--- config.mk ---
export PLATFORM = sky130hd
export DESIGN_NAME = counter_seq
export DESIGN_NICKNAME = d
export VERILOG_FILES = /design/src/rtl/counter_seq.sv
export SDC_FILE = /design/constraint.sdc
export NUM_CORES = 1
export LEC_CHECK = 0
export ABC_CLOCK_PERIOD_IN_PS = 2400
export CORE_MARGIN = 2
export CORE_UTILIZATION = 32
export DETAILED_ROUTE_END_ITERATION = 12
export PLACE_DENSITY = 0.54
export SLEW_MARGIN = 10
export SYNTH_ARGS = -nofsm -noshare
export SYNTH_HDL_FRONTEND = slang
export SYNTH_SLANG_ARGS = --single-unit
--- constraint.sdc ---
create_clock -name clk -period 2.4 [get_ports clk]
set_clock_uncertainty 0.2 [all_clocks]
set_input_delay 0.48 -clock clk [delete_from_list [all_inputs] [get_ports clk]]
set_output_delay 0.48 -clock clk [all_outputs]
set_load 0.05 [all_outputs]
--- src/rtl/counter_seq.sv ---
// Sequencer for the shared counter: runs it to a commanded target, dwells, repeats for the
// commanded loop count, and flags a timeout if the counter never reaches the target.
module counter_seq #(
  parameter int unsigned WIDTH   = 4,
  parameter int unsigned DWELL_W = 4
) (
  input  logic               clk,
  input  logic               rst,
  input  logic               cmd_valid,
  output logic               cmd_ready,
  input  logic [WIDTH-1:0]   cmd_target,
  input  logic [DWELL_W-1:0] cmd_dwell,
  input  logic [3:0]         cmd_loops,
  input  logic               abort,
  output logic               cnt_control,
  input  logic [WIDTH-1:0]   cnt_result,
  output logic               busy,
  output logic               done,
  output logic               err,
  output logic [3:0]         loop_cnt
);

  typedef enum logic [1:0] {StIdle, StRun, StDwell} state_e;

  localparam logic [WIDTH:0] RunMax = {1'b1, {WIDTH{1'b0}}};

  state_e             state_q, state_d;
  logic               cnt_control_q, cnt_control_d;
  logic               busy_q, busy_d;
  logic               done_q, done_d;
  logic               err_q, err_d;
  logic [3:0]         loop_cnt_q, loop_cnt_d;
  logic [WIDTH-1:0]   target_q, target_d;
  logic [DWELL_W-1:0] dwell_q, dwell_d;
  logic [3:0]         loops_q, loops_d;
  logic [DWELL_W-1:0] dwell_cnt_q, dwell_cnt_d;
  logic [WIDTH:0]     run_cnt_q, run_cnt_d;

  logic [WIDTH-1:0]   target_m1;
  logic [DWELL_W-1:0] dwell_load;
  logic [4:0]         loops_eff;
  logic [4:0]         loops_next;

  assign cmd_ready   = (state_q == StIdle);
  assign cnt_control = cnt_control_q;
  assign busy        = busy_q;
  assign done        = done_q;
  assign err         = err_q;
  assign loop_cnt    = loop_cnt_q;

  // Stopping one count early lets the counter's final increment land exactly on the target.
  assign target_m1  = target_q - WIDTH'(1);
  assign dwell_load = (dwell_q == '0) ? '0 : dwell_q - DWELL_W'(1);
  assign loops_eff  = (loops_q == 4'd0) ? 5'd1 : {1'b0, loops_q};
  assign loops_next = {1'b0, loop_cnt_q} + 5'd1;

  always_comb begin
    state_d       = state_q;
    cnt_control_d = cnt_control_q;
    done_d        = 1'b0;
    err_d         = err_q;
    loop_cnt_d    = loop_cnt_q;
    target_d      = target_q;
    dwell_d       = dwell_q;
    loops_d       = loops_q;
    dwell_cnt_d   = dwell_cnt_q;
    run_cnt_d     = run_cnt_q;

    unique case (state_q)
      StIdle: begin
        cnt_control_d = 1'b0;
        if (cmd_valid) begin
          state_d       = StRun;
          cnt_control_d = 1'b1;
          target_d      = cmd_target;
          dwell_d       = cmd_dwell;
          loops_d       = cmd_loops;
          loop_cnt_d    = 4'd0;
          err_d         = 1'b0;
          run_cnt_d     = '0;
        end
      end
      StRun: begin
        if (abort) begin
          state_d       = StIdle;
          cnt_control_d = 1'b0;
        end else if (cnt_result == target_m1) begin
          state_d       = StDwell;
          cnt_control_d = 1'b0;
          dwell_cnt_d   = dwell_load;
        end else if (run_cnt_q == RunMax) begin
          // 2^WIDTH+1 cycles without a stop: the counter is not following cnt_control.
          state_d       = StIdle;
          cnt_control_d = 1'b0;
          err_d         = 1'b1;
        end else begin
          run_cnt_d = run_cnt_q + 1'b1;
        end
      end
      StDwell: begin
        if (abort) begin
          state_d       = StIdle;
          cnt_control_d = 1'b0;
        end else if (dwell_cnt_q == '0) begin
          loop_cnt_d = loops_next[3:0];
          if (loops_next < loops_eff) begin
            state_d       = StRun;
            cnt_control_d = 1'b1;
            run_cnt_d     = '0;
          end else begin
            state_d = StIdle;
            done_d  = 1'b1;
          end
        end else begin
          dwell_cnt_d = dwell_cnt_q - DWELL_W'(1);
        end
      end
      default: begin
        state_d       = StIdle;
        cnt_control_d = 1'b0;
      end
    endcase

    busy_d = (state_d != StIdle);
  end

  always_ff @(posedge clk) begin
    if (rst) begin
      state_q       <= StIdle;
      cnt_control_q <= 1'b0;
      busy_q        <= 1'b0;
      done_q        <= 1'b0;
      err_q         <= 1'b0;
      loop_cnt_q    <= 4'd0;
      target_q      <= '0;
      dwell_q       <= '0;
      loops_q       <= 4'd0;
      dwell_cnt_q   <= '0;
      run_cnt_q     <= '0;
    end else begin
      state_q       <= state_d;
      cnt_control_q <= cnt_control_d;
      busy_q        <= busy_d;
      done_q        <= done_d;
      err_q         <= err_d;
      loop_cnt_q    <= loop_cnt_d;
      target_q      <= target_d;
      dwell_q       <= dwell_d;
      loops_q       <= loops_d;
      dwell_cnt_q   <= dwell_cnt_d;
      run_cnt_q     <= run_cnt_d;
    end
  end

endmodule

==> summary.txt <==
Finish
  – Final core utilization: 42.6%
  – Multi-input gate area: 1090 um^2
  – Nets@finish: 275
  – Seq. cell area: 627 um^2
  – Layout overhead on the synthesized area: 30.0%
  – Share of cells above drive strength 1: 15.3%
  – Fillers: 562
  – Layout Cells excl Fill: 320
  – ANT cells: 0

Yosys
  – Ys flop type: dfxtp_1
  – Avg Inst Size Synth: 8.57 um^2
  – Top cell type's share of synthesized area: 34.8%
  – Adder-cell share of the synthesized area: 5.61%
  – Post-synthesis xor/xnor area fraction: 6.81%
  – Mux contribution to synthesized area: 0.561%
  – Largest cells by area after synthesis: dfxtp_1 35%, nand2_1 6.9%, a21oi_1 6.5%
  – Total number of yosys warnings: 0
  – Post-Syn Instances: 208
  – Top cell type by total area after synthesis: dfxtp_1
  – Post-synth cell types: 52
  – Syn nets: 236
  – Post-synth EDFFs: 0
  – Count leader, synth: nand2_1
  – Mapped Area: 1780 um^2
  – Post-synth top cells: 33 x nand2_1, 31 x dfxtp_1, 23 x a21oi_1
  – Asr flop ratio synth: 0%
  – Largest family of logic cells by synthesized area: simple AND/OR/NAND/NOR gates
  – Post-synthesis sequential area ratio: 34.8%
  – Complex-gate fraction of the synthesized area: 22.1%
  – Synth Area in Simple Gates: 25.8%
  – Synthesized flop and latch total: 31

Clock network
  – Max Root-Sink Buffers: 2
  – CTS tree: yes
  – Root buf cell: clkbuf_8
  – # hold bufs at CTS: 0
  – Worst-Skew Late Latency: 280 ps
  – Sink Count: 31
  – Worst-path clk slew: 70 ps
  – H-tree depth: 2
  – CTS buffer count: 5

STA
  – RSZ-0062 raised after global routing: false
  – Slew margin rel.: 66.3%
  – Total negative slack: 0 ps
  – Tightest Pin Transition: 504 ps
  – F_max: 435 MHz
  – Fin. Hold Viols: 0
  – Crit path time final: 2300 ps
  – Period utilization: 95.9%
  – Final Max Slew Viols: 0
  – Setup-failing EPs final: 0

Routing
  – Initial DRC count: 81
  – Final antenna-violating net count: 0
  – WL/cell: 12.8 um
  – Residual DRC: 0
  – DR vias/cell: 4.87
  – Post-Route WL: 4.11 mm
  – Pre-antenna DRT Iters: 4
  – Vias: 1,559

Setup path
  – CP endpoint kind: flip-flop
  – Largest stage delay, worst path: 380 ps
  – Crit-path leading delay family: compound AO/OA/AOI/OAI gates
  – Cells along the critical path: ha_1, xor2_1, ha_1, and3_1, a311oi_4, a2111oi_4, a211o_1
  – Critical-path top delay cell: a311oi_4
  – Critical Path Most Common Cell: ha_1
  – Reg2reg setup slack: 100 ps
  – CP required: 2380 ps
  – Worst Path Arrival: 2280 ps
  – Worst Setup Start Kind: flip-flop
  – WP buf/inv: 0
  – Max FO, Critical Path: 4
  – Kind of critical path: reg -> reg

GRT
  – First-pass GRT wire length: 7.11 mm
  – GRT Util Overall: 14.6%
  – Initial antenna violation count: 0
  – Largest net degree at the start of global routing: 28
  – Vias in the first global route: 1,493
  – Remaining Overflow, GRT: 0

Pwr
  – Leak Pwr: 0.877 nW
  – PwrDens: 553 nW/um^2
  – Worst VDD drop: 272 uV

Placement
  – Final RePlAce weighted congestion: 0.763
  – Placed insts: 312
  – DP HPWL: 3.07 mm
  – Port bufs: 28

Floorplan
  – Initial Util: 32.8%
  – Die Wd: 78.6 um
  – Die Y: 78.6 um
  – Die area: 6190 um^2
  – Core area: 5440 um^2
  – Num ports: 29
  – # rows: 27

Outcome
  – Status: finished clean

Run
  – Max-cap violations: 0

Min path
  – Min-Delay Path Class: reg -> reg
## layer usage
metal,up-vias,track usage [%],share of wire (%)
li1,808,-,-
met1,720,19.9,50
met2,26,22.5,45
met3,5,3.33,3.4
met4,0,5.26,1.2
met5,-,0,0
## repair_timing
item	CTS	global route
pin swaps	0	0
buffers inserted	0	0
setup endpoints to repair	2	3
gates resized for setup	1	2
## kinds of logic after synthesis
| kind of cell | Yosys count |
|---|---|
| AOI/OAI and AO/OA | 55 |
| xor gates and xnor gates | 8 |
| adders and majority gates | 8 |
| buffers and inverters | 19 |
| DFF | 31 |
| muxes | 1 |
| and+or+nand+nor | 86 |
## report_power, final
part	leakage (nW)	internal, mW	switching (mW)
Clock	0.0505	0.261	0.200
Sequential	0.254	0.535	0.0253
Combinational	0.573	0.119	0.141
Total	0.877	0.915	0.366
## placed cells by master, fill, tap and decap left out, drive strengths merged, types with 2 or more instances in the layout
master and n:
a211oi 2, nand3 6, nand3b 2, a21oi 23, dfxtp 31, clkdlybuf4s50 27, nor3b 4, nor2 16
o22ai 2, nand2 35, and3 3, buf 12, ha 8, a21o 5, o31ai 2, clkbuf 7
nor3 8, a31oi 5, o21ai 7, nand2b 4, a2111oi 2, a211o 2, inv 12, xor2 4
xnor2 3
## final timing paths
| kind | from | endpoint | cells past startpoint |
|---|---|---|---|
| worst min register to register | loops_q[3]$_SDFFE_PP0P_ | loops_q[3]$_SDFFE_PP0P_ | 2 |
| worst max-delay path | loop_cnt[0]$_SDFFE_PP0P_ | run_cnt_q[2]$_SDFFE_PP0P_ | 7 |
| worst min-delay path | loops_q[3]$_SDFFE_PP0P_ | loops_q[3]$_SDFFE_PP0P_ | 2 |
| worst max register to register | loop_cnt[0]$_SDFFE_PP0P_ | run_cnt_q[2]$_SDFFE_PP0P_ | 7 |
## flip-flops by register name, summed over array words and instances (netlist names)
| register | count |
|---|---|
| busy | 1 |
| cnt_control | 1 |
| done | 1 |
| dwell_cnt_q | 4 |
| dwell_q | 4 |
| err | 1 |
| loop_cnt | 4 |
| loops_q | 4 |
| run_cnt_q | 5 |
| state_q | 2 |
| target_q | 4 |
## through the flow
step | cell area (um^2) | hold slack [ps] | power, mW | worst slack (ps)
after floorplan | 1790 | 236 | 0.743 | 1.49
final | 2320 | 256 | 1.28 | 99.2
after global placement | 2210 | 246 | 0.834 | -7.30
after global routing | 2320 | 275 | 1.35 | 2.00
after detailed placement | 2210 | 247 | 0.834 | -41.2
after CTS | 2310 | 257 | 1.30 | 77.4
## worst register-to-register path, cell delays in order (launching register included)
cell	delay, ps
dfxtp_4	350
ha_1	240
xor2_1	160
ha_1	280
and3_1	200
a311oi_4	380
a2111oi_4	80
a211o_1	300
## layout make-up
cell class,count,share of cell area (%)
Clock buffer,7,4.16
Clock inverter,1,0.324
Inverter,12,1.94
Multi-Input combinational cell,158,47.1
Sequential cell,31,27.1
Tap cell,72,3.89
Timing Repair Buffer,39,15.6
Note: power is estimated with default switching activity, not from simulation.
